**src/rtl/tpu_pkg.sv**
```systemverilog
// Shared definitions for the TPU weight path: sequencer state encoding and block sizing.
package tpu_pkg;

  localparam int WEIGHT_BLOCK_SIZE = 16;

  localparam logic [1:0] ST_IDLE   = 2'd0;
  localparam logic [1:0] ST_SWAP   = 2'd1;
  localparam logic [1:0] ST_STREAM = 2'd2;
  localparam logic [1:0] ST_DRAIN  = 2'd3;

endpackage

```
**src/rtl/valid_idx_delay.sv**
```systemverilog
// Fixed-depth shift register that aligns the read-enable/index tag with the buffer's data_out.
module valid_idx_delay
  import tpu_pkg::*;
#(
  parameter int WIDTH = 5,
  parameter int DEPTH = 1
) (
  input  logic             clk,
  input  logic             rst_n,
  input  logic [WIDTH-1:0] din,
  output logic [WIDTH-1:0] dout,
  output logic             busy
);

  logic [WIDTH-1:0] pipe [DEPTH];

  always_ff @(posedge clk or negedge rst_n) begin
    if (!rst_n) begin
      for (int i = 0; i < DEPTH; i++) pipe[i] <= '0;
    end else begin
      pipe[0] <= din;
      for (int i = 1; i < DEPTH; i++) pipe[i] <= pipe[i-1];
    end
  end

  assign dout = pipe[DEPTH-1];

  // The MSB of each stage is the valid tag; any set bit means a beat is still in flight.
  always_comb begin
    busy = 1'b0;
    for (int i = 0; i < DEPTH; i++) busy = busy | pipe[i][WIDTH-1];
  end

endmodule

```
**src/rtl/weight_buffer_ctrl.sv**
```systemverilog
// Sequencer for the double-buffered weight_buffer: counts beats in, swaps full blocks,
// and streams one block out per array request with valid/index tagging.
//
// state     | meaning
// ----------+---------------------------------------------------------------
// ST_IDLE   | waiting: swap a full write block, or start streaming on tile_req
// ST_SWAP   | one-cycle swap pulse; read side becomes loaded
// ST_STREAM | issuing read_en for each beat of the loaded block
// ST_DRAIN  | last read issued; wait for its weight_valid, then tile_done
module weight_buffer_ctrl
  import tpu_pkg::*;
#(
  parameter int BLOCK_SIZE   = WEIGHT_BLOCK_SIZE,
  parameter int READ_LATENCY = 1,
  parameter int IDX_W        = $clog2(BLOCK_SIZE)
) (
  input  logic             clk,
  input  logic             rst_n,
  input  logic             src_valid,
  output logic             src_ready,
  output logic             buf_in_valid,
  input  logic             buf_in_ready,
  output logic             buf_swap,
  output logic             buf_read_en,
  input  logic             buf_empty,
  input  logic             tile_req,
  output logic             block_ready,
  output logic             weight_valid,
  output logic [IDX_W-1:0] weight_idx,
  output logic             tile_done,
  output logic             underrun_err
);

  // wr_cnt must be able to hold BLOCK_SIZE itself, hence one bit wider than the index.
  localparam int CNT_W = IDX_W + 1;
  localparam logic [CNT_W-1:0] WR_FULL_CNT = CNT_W'(BLOCK_SIZE);
  localparam logic [IDX_W-1:0] RD_LAST     = IDX_W'(BLOCK_SIZE - 1);

  logic [1:0]       state;
  logic [1:0]       state_nxt;
  logic [CNT_W-1:0] wr_cnt;
  logic [IDX_W-1:0] rd_cnt;
  logic             rd_loaded;
  logic             wr_full;
  logic             pipe_busy;
  logic [IDX_W:0]   pipe_in;
  logic [IDX_W:0]   pipe_out;

  assign wr_full      = (wr_cnt == WR_FULL_CNT);
  assign src_ready    = buf_in_ready && !wr_full && (state != ST_SWAP);
  assign buf_in_valid = src_valid && src_ready;
  assign buf_swap     = (state == ST_SWAP);
  assign buf_read_en  = (state == ST_STREAM) && !buf_empty;
  assign tile_done    = (state == ST_DRAIN) && !pipe_busy;
  assign block_ready  = rd_loaded;

  always_comb begin
    state_nxt = state;
    case (state)
      ST_IDLE: begin
        if (wr_full && !rd_loaded)      state_nxt = ST_SWAP;
        else if (rd_loaded && tile_req) state_nxt = ST_STREAM;
      end
      ST_SWAP:   state_nxt = ST_IDLE;
      ST_STREAM: if (buf_read_en && (rd_cnt == RD_LAST)) state_nxt = ST_DRAIN;
      ST_DRAIN:  if (!pipe_busy) state_nxt = ST_IDLE;
      default:   state_nxt = ST_IDLE;
    endcase
  end

  always_ff @(posedge clk or negedge rst_n) begin
    if (!rst_n) begin
      state        <= ST_IDLE;
      wr_cnt       <= '0;
      rd_cnt       <= '0;
      rd_loaded    <= 1'b0;
      underrun_err <= 1'b0;
    end else begin
      state <= state_nxt;

      if (state == ST_SWAP)  wr_cnt <= '0;
      else if (buf_in_valid) wr_cnt <= wr_cnt + CNT_W'(1);

      if (buf_read_en) rd_cnt <= (rd_cnt == RD_LAST) ? '0 : rd_cnt + IDX_W'(1);

      if (state == ST_SWAP) rd_loaded <= 1'b1;
      else if (tile_done)   rd_loaded <= 1'b0;

      // Stale beats at swap time or a dry read FIFO mid-block both mean lost weights.
      if (((state == ST_SWAP) && !buf_empty) || ((state == ST_STREAM) && buf_empty))
        underrun_err <= 1'b1;
    end
  end

  assign pipe_in = {buf_read_en, rd_cnt};

  valid_idx_delay #(
    .WIDTH (IDX_W + 1),
    .DEPTH (READ_LATENCY)
  ) u_valid_idx_delay (
    .clk   (clk),
    .rst_n (rst_n),
    .din   (pipe_in),
    .dout  (pipe_out),
    .busy  (pipe_busy)
  );

  assign weight_valid = pipe_out[IDX_W];
  assign weight_idx   = pipe_out[IDX_W-1:0];

endmodule

```
**config.mk**
```make
export PLATFORM = sky130hd
export DESIGN_NAME = weight_buffer_ctrl
export DESIGN_NICKNAME = d
export VERILOG_FILES = /design/src/rtl/tpu_pkg.sv /design/src/rtl/valid_idx_delay.sv /design/src/rtl/weight_buffer_ctrl.sv
export SDC_FILE = /design/constraint.sdc
export NUM_CORES = 1
export LEC_CHECK = 0
export ABC_AREA = 0
export CAP_MARGIN = 20
export CORE_ASPECT_RATIO = 0.8
export CORE_MARGIN = 1.5
export CORE_UTILIZATION = 43
export DETAILED_ROUTE_END_ITERATION = 10
export GPL_TIMING_DRIVEN = 1
export PLACE_DENSITY = 0.7
export SETUP_SLACK_MARGIN = 0.05
export SYNTH_ARGS = -nofsm -noshare
export SYNTH_HDL_FRONTEND = slang
export SYNTH_SLANG_ARGS = --single-unit
```
**constraint.sdc**
```tcl
create_clock -name clk -period 1.5 [get_ports clk]
set_input_delay 0.45 -clock clk [delete_from_list [all_inputs] [get_ports clk]]
set_output_delay 0.45 -clock clk [all_outputs]
set_load 0.005 [all_outputs]
```
Word-level counts from Yosys, hierarchy flattened
Cells that the tools add are included.
Cells by class
  add/subtract/negate cells: 2
  multipliers: 0
  divide/modulo/power cells: 0
  order comparisons: 0
  eq/ne operators: 9
  shifts and indexed selects: 0
  mux-type cells: 10
  bitwise gates (word level): 0
  reduce and logical (&&, ||, !) cells: 19
Operators with widths (number)
  logical AND 1 bit: 10
  two-way mux 5 bit: 2
  two-way mux 2 bit: 4
  one-hot mux 2 bit (4 select lines): 1
  adder 5 x 1 -> 5 bit (second input constant): 1
  equality test 5 bit (second input constant): 1
  adder 4 x 1 -> 4 bit (second input constant): 1
  equality test 2 bit (second input constant): 2
  equality test 4 bit (second input constant): 1
  logical NOT 1 bit: 4
  two-way mux 4 bit: 1
  inequality test 2 bit (second input constant): 2
  nonzero test 2 bit: 2
  inequality test 3 bit (second input constant): 1
  AND reduction 3 bit: 1
  equality test 2 x 1 -> 1 bit (second input constant): 1
  logical NOT 2 bit: 1
  two-way mux 1 bit: 2
  inequality test 2 x 1 -> 1 bit (second input constant): 1
  logical OR 1 bit: 1
Storage, ports and cells
  flip-flop bits (word level): 18
  bits in latches: 0
  RAM bits: 0
  bits in read-only memories: 0
  input port bits: 6
  output and inout bits: 12
  word-level logic and storage cells: 46
  memories: 0

Depth between registers and ports, before layout
Gate-level depths: netlist of the first run.
  word-level depth: 7
  mapped depth: 5

By module
From an unflattened synthesis of the first run, not the netlist that was laid out.
Second synthesis, totals
  cells, all modules: 75
  area, all modules: 810.8 um2
Modules (own cells, without submodules)
  weight_buffer_ctrl: instances 1, cells an instance 69, area each 678.2 um2, seq. area each 325.3 um2
  valid_idx_delay: instances 1, cells an instance 6, area each 132.6 um2, seq. area each 125.1 um2

Worst setup path after synthesis of the first run
Ideal clock, no wire load.
  path type: flip-flop to output port
  from: register wr_cnt[0]
  to: output buf_in_valid
  arrival: 1.058 ns
  data required time: 1.050 ns
  setup slack: -0.008 ns
  cell stages (with the launch flop): 5
  path buffers: 0
  cells stage by stage: dfrtp_1 -> inv_1 -> ha_1 -> and4bb_2 -> nor3_1
Between the ends
  longest elaborated chain between the ends: 5
RTL lines
  start, declared: line weight_buffer_ctrl.sv:41  | logic [CNT_W-1:0] wr_cnt;
  start signal, assigned: line weight_buffer_ctrl.sv:82  | else if (buf_in_valid) wr_cnt <= wr_cnt + CNT_W'(1);
  equality test 5 bit: line weight_buffer_ctrl.sv:49  | assign wr_full = (wr_cnt == WR_FULL_CNT);
  logical NOT 1 bit: line weight_buffer_ctrl.sv:50  | assign src_ready = buf_in_ready && !wr_full && (state != ST_SWAP);
  logical AND 1 bit (2 in series): line weight_buffer_ctrl.sv:50
  logical AND 1 bit: line weight_buffer_ctrl.sv:51  | assign buf_in_valid = src_valid && src_ready;
  end, declared: line weight_buffer_ctrl.sv:21  | output logic buf_in_valid,
Every way passes these cells.

Worst setup path after layout of the first run
Same ends and word-level chain as after synthesis.

==> results.py, run 1 <==
metrics = {
    "drt": {
        "antenna_left": 0,
        "routed_wl_um": 2110,
        "first_pass_iters": 4,
        "viasPerCell": 5.26,
        "drt_iter0_drc": 22,
        "drc": 0,
        "vias": 768,
        "wire_per_inst_um": 14.4,
    },
    "floorplanning": {
        "io_pins": 18,
        "start_util": 0.447,
        "num_rows": 14,
        "fp.dieW_um": 52.1,
        "die_height_um": 42.3,
        "core_region_area_um2": 1860,
        "die_area_um2": 2210,
    },
    "sta": {
        "setup_ws_ns": -0.310,
        "fin_skew_ns": 0.00213,
        "min_period_ns": 1.81,
        "setup_violations": 5,
        "fin_tns_setup_ns": -0.873,
        "slew_headroom": 0.850,
        "fmax_mhz": 552,
        "hold_viol": 0,
        "drv_slew": 0,
        "worstMarginPinSlew_ns": 0.223,
        "fin_crit_sh": 1.21,
        "rsz0062_at_grt": "true",
    },
    "final_layout": {
        "fillers": 157,
        "final_area_um2": 1280,
        "fin_nets": 133,
        "final_common_cell": "buf_4",
        "drive_above_1_share": 0.443,
        "layoutNonFillerInstCount": 146,
        "mostFrequentLayoutCells": "buf_4 (24), dfrtp_1 (17), dlygate4sd2_1 (9)",
        "final_core_util": 0.689,
        "areaGrowthSynthToFinish_pct": 53.9,
        "diodes": 0,
    },
    "logic_synthesis": {
        "yosysTopAreaCellShare": 0.542,
        "synthTopCellsByArea": "dfrtp_1 (54%), ha_1 (4.5%), a21oi_1 (3.6%), nand3_1 (3.6%), o21ai_0 (3.6%)",
        "syn-num-nets": 84,
        "ys_seq_elements": 18,
        "avgSynthCellArea_um2": 11.1,
        "synth_cells": 75,
        "syn_area_um2": 831,
        "synth.largest_area_cell": "dfrtp_1",
        "ys_seq_area_frac": 0.542,
        "ys.warnings.count": 0,
        "yosysUniqueCellTypes": 28,
    },
    "clock_tree": {
        "cts_tree": "built",
        "h-tree-depth": 1,
        "cts_hold_buf": 0,
        "cts.sinks": 18,
        "clk_latency_ns": 0.29,
        "cts_buffers": 3,
        "cts-root-buf": "clkbuf_4",
        "clk_pin_slew_worst_paths_ns": 0.09,
        "cts_buffer_depth": 2,
    },
    "global_routing": {
        "grt_pass1_vias": 820,
        "grt_max_degree": 19,
        "grt_overflow": 0,
        "grt_pass1_wl_um": 3800,
        "grt_usage": 0.234,
        "antenna_found_initial": 0,
    },
    "min_path": {
        "hold_class": "in2async",
    },
    "place": {
        "gp_congestion": 0.839,
        "dp_slack_ns": -0.721,
        "dp_cells": 132,
        "placed_area_um2": 1160,
        "portBuffers": 17,
        "hpwl_um": 1380,
    },
    "pwr": {
        "ir_drop_mv": 0.925,
        "powerDensity_nw_per_um2": 1480,
        "p_leak_uw": 0.000636,
    },
    "setup_path": {
        "cp.required_ns": 1.05,
        "rr_startpoint": "wr_cnt[0]$_DFFE_PN0P_",
        "end_kind": "primary output",
        "r2r_slack_ns": 0.06,
        "reg2reg_to": "state[0]$_DFFE_PN0P_",
        "arrival_ns": 1.36,
        "r2r_cells": 6,
        "path_max_fanout": 2,
        "worstSetupPathType": "reg2out",
        "critPathLaunchType": "register",
    },
    "run_status": {
        "violations": "setup timing",
        "status": "complete, but fails checks",
    },
    "run": {
        "maxCapViolations": 0,
    },
}
## Yosys cell counts (all sizes together)
cell type	instances
a31o	1
nor2	1
a21oi	6
nor3b	1
buf	1
a31oi	1
and3	1
o221ai	1
inv	5
nand4	2
mux2	2
nand2	8
and4bb	1
nor3	1
nand4bb	1
dfrtp	18
or4	1
nor4	1
and2	1
mux2i	1
xnor2	1
or3	2
nand2b	1
nand3	6
o21ai	6
ha	3
and3b	1
## flip-flops by register name, summed over array words and instances, names as in the netlist
name                    flops
block_ready                 1
u_valid_idx_delay.dout      5
rd_cnt                      4
wr_cnt                      5
underrun_err                1
state                       2
## critical path: stages (launching register included)
cell and delay, ns:
dfrtp_1 0.37, inv_2 0.06, ha_4 0.15, and4bb_2 0.24, nor3_2 0.10, buf_2 0.14
## area by class of cell
cell class / count / area, um^2 / share of cell area
clock buffer: 3 / 22.5 / 0.0176
sequential: 18 / 452 / 0.353
tap: 24 / 30.0 / 0.0235
timing repair buffer: 45 / 359 / 0.281
inverter: 5 / 18.8 / 0.0147
multi-input combinational: 51 / 397 / 0.310
## power by group
group	switching (uW)	total [uW]	internal [uW]
Sequential	143	790	647
Combinational	331	870	539
Clock	142	235	93.5
## what timing repair did
| item | CTS | global route |
|---|---|---|
| buffers inserted | 18 | 3 |
| endpoints found under the setup margin | 13 | 11 |
| hold endpoints to repair | 0 | 0 |
| cloned | 0 | 0 |
| gates resized for setup | 43 | 7 |
| pin swaps | 6 | 2 |
## per-stage QoR
step | total power [uW] | hold WS [ns]
global route | 2030 | 0.487
floorplan | 1100 | 0.154
finish | 1900 | 0.470
CTS | 1880 | 0.475
global placement | 1470 | 0.430
detailed placement | 1510 | 0.459
## worst max path at each step
stage	from	to	slack (ns)	cells after the start
4_1_cts	wr_cnt[0]$_DFFE_PN0P_	buf_in_valid	-0.30	5
5_1_grt	wr_cnt[0]$_DFFE_PN0P_	src_ready	-0.38	5
3_3_place_gp	buf_in_ready	buf_in_valid	-0.66	4
6_report	wr_cnt[0]$_DFFE_PN0P_	buf_in_valid	-0.31	5
2_1_floorplan	wr_cnt[0]$_DFFE_PN0P_	buf_in_valid	0.07	4
3_5_place_dp	buf_in_ready	buf_in_valid	-0.72	4
## routing by layer
metal,GRT usage,vias to the layer above,wire length (um)
met3,0.0714,0,117
met4,0.0410,0,0
met5,0,-,0
met2,0.365,27,1040
met1,0.326,375,948
li1,-,366,-
## cells by family (layout without fill, tap and decap cells)
group / count (synthesis) / count (layout) / share of synthesized area
AND/OR/NAND/NOR: 29 / 29 / 0.224
flip-flops: 18 / 18 / 0.542
AO/OA/AOI/OAI: 15 / 15 / 0.101
buffers and inverters: 6 / 53 / 0.0286
adder cells (fa/ha/maj): 3 / 3 / 0.0452
multiplexers: 3 / 3 / 0.0482
XOR/XNOR: 1 / 1 / 0.0105
Power figures use the tool's default switching activity.
==> inputs of run 2 (changes only) <==
Settings changed: CAP_MARGIN 20 to unset, CELL_PAD_IN_SITES_DETAIL_PLACEMENT set to 0, CELL_PAD_IN_SITES_GLOBAL_PLACEMENT set to 1, CORE_UTILIZATION 43 to 37, CTS_CLUSTER_DIAMETER set to 60, PLACE_DENSITY 0.7 to 0.76.
==> results.py, run 2 (synthesis results as in run 1) <==
metrics = {
    "setup_path": {
        "cp_num_buf_inv": 2,
        "path_cells": "inv_2, ha_4, and4bb_2, nor3_2, buf_2",
        "slowest_stage": "dfrtp_1",
        "r2r_slack_ns": 0.04,
        "worstSetupPathType": "reg2out",
        "arrival_ns": 1.34,
        "end_kind": "primary output",
        "path_max_fanout": 2,
        "crit_path_start": "wr_cnt[0]$_DFFE_PN0P_",
        "rr_startpoint": "wr_cnt[0]$_DFFE_PN0P_",
        "critPathLaunchType": "register",
        "cp.required_ns": 1.05,
        "critPathMaxStageDelay_ns": 0.38,
        "crit_family": "flip-flops",
    },
    "drt": {
        "wire_per_inst_um": 13.0,
        "viasPerCell": 5.03,
        "drt_iter0_drc": 17,
        "antenna_left": 0,
        "vias": 740,
        "routed_wl_um": 1900,
        "drc": 0,
        "first_pass_iters": 4,
    },
    "pwr": {
        "ir_drop_mv": 0.923,
        "power.switching_uw": 577,
        "power_frac_seq": 0.419,
        "power_frac_clock": 0.159,
        "total_power_uw": 1830,
        "swShare": 0.314,
        "p_leak_uw": 0.000631,
        "powerDensity_nw_per_um2": 1420,
        "pwr-share-comb": 0.422,
        "p_int_uw": 1260,
    },
    "clock_tree": {
        "cts_tree": "built",
        "cts_buffer_depth": 2,
        "clk_latency_ns": 0.29,
        "cts.sinks": 18,
        "cts-root-buf": "clkbuf_4",
        "h-tree-depth": 1,
        "cts_hold_buf": 0,
        "clk_pin_slew_worst_paths_ns": 0.10,
        "cts_buffers": 3,
    },
    "final_layout": {
        "diodes": 0,
        "areaGrowthSynthToFinish_pct": 55.9,
        "final_common_cell": "buf_4",
        "fillers": 183,
        "final_area_um2": 1290,
        "final_core_util": 0.605,
        "drive_above_1_share": 0.434,
        "fin_nets": 132,
        "mostFrequentLayoutCells": "buf_4 (24), dfrtp_1 (18), dlygate4sd2_1 (7)",
    },
    "sta": {
        "rsz0062_at_grt": "true",
        "fin_crit_sh": 1.19,
        "setup_violations": 5,
        "setup_ws_ns": -0.287,
        "drv_slew": 0,
        "min_period_ns": 1.79,
        "hold_viol": 0,
        "fin_skew_ns": 0.000848,
        "slew_headroom": 0.842,
        "worstMarginPinSlew_ns": 0.237,
        "fmax_mhz": 560,
    },
    "run_status": {
        "status": "complete, but fails checks",
        "violations": "setup timing",
    },
    "global_routing": {
        "grt_overflow": 0,
        "antenna_found_initial": 0,
        "grt_usage": 0.153,
        "grt_pass1_vias": 670,
        "grt_max_degree": 19,
        "grt_pass1_wl_um": 2970,
    },
    "min_path": {
        "hold_class": "reg2reg",
        "min_from": "rd_cnt[3]$_DFFE_PN0N_",
    },
    "floorplanning": {
        "die_area_um2": 2540,
        "start_util": 0.388,
        "core_region_area_um2": 2140,
        "io_pins": 18,
        "die_height_um": 45.4,
        "num_rows": 15,
        "fp.dieW_um": 56.0,
    },
    "place": {
        "dp_slack_ns": -0.622,
        "gp_congestion": 0.796,
        "placed_area_um2": 1170,
        "hpwl_um": 1290,
        "portBuffers": 17,
    },
    "run": {
        "maxCapViolations": 0,
    },
}
[run 2: cell types whose count changed in the layout (fill, tap and decap cells not counted), sizes merged]
cell and change:
dlygate4sd2 -2, buf -2, clkbuf +2, clkdlybuf4s50 +2
[run 2: stage by stage]
step	instances	TNS, ns	hold slack (ns)
final	147	-0.693	0.454
after global routing	147	-1.11	0.478
after CTS	145	-0.816	0.456
after detailed placement	135	-3.50	0.435
after global placement	135	-3.29	0.433
after floorplan	75	0	0.154
[run 2: per-layer routing]
metal  vias up  GRT usage  wire length (um)
li1        368          -                 -
met1       361      0.195               939
met2        11      0.261               904
met3         0     0.0540                59
met4         0     0.0286                 0
met5         -          0                 0
[run 2: layout make-up]
cell class	instances	area, um^2	share of cell area
inverters	5	21.3	0.0164
flip-flops and latches	18	450	0.348
clock buffers	4	36.3	0.0280
multi-input cells	51	405	0.313
well taps	25	31.3	0.0242
repair buffers	44	350	0.271
[run 2: power by group through the flow]
| stage | Clock (uW) | Combinational [uW] | Sequential (uW) |
|---|---|---|---|
| final | 292 | 774 | 768 |
| after global placement | 0 | 684 | 777 |
| after detailed placement | 0 | 697 | 779 |
| after CTS | 303 | 737 | 767 |
| after floorplan | 0 | 307 | 789 |
| after global routing | 332 | 842 | 796 |
[run 2: final timing paths]
check / cells after the start / to
max: 5 / buf_in_valid
min: 0 / u_valid_idx_delay.dout[3]$_DFF_PN0_
max reg2reg: 6 / state[0]$_DFFE_PN0P_
min reg2reg: 0 / u_valid_idx_delay.dout[3]$_DFF_PN0_
max in group asynchronous: 2 / state[0]$_DFFE_PN0P_
min in group asynchronous: 2 / u_valid_idx_delay.dout[0]$_DFF_PN0_
[run 2: timing repair]
item / CTS / global route
cloned: 0 / 0
endpoints found under the setup margin: 15 / 11
buffers inserted: 6 / 3
hold endpoints to repair: 0 / 0
resized for setup: 36 / 7
pin swaps: 3 / 1
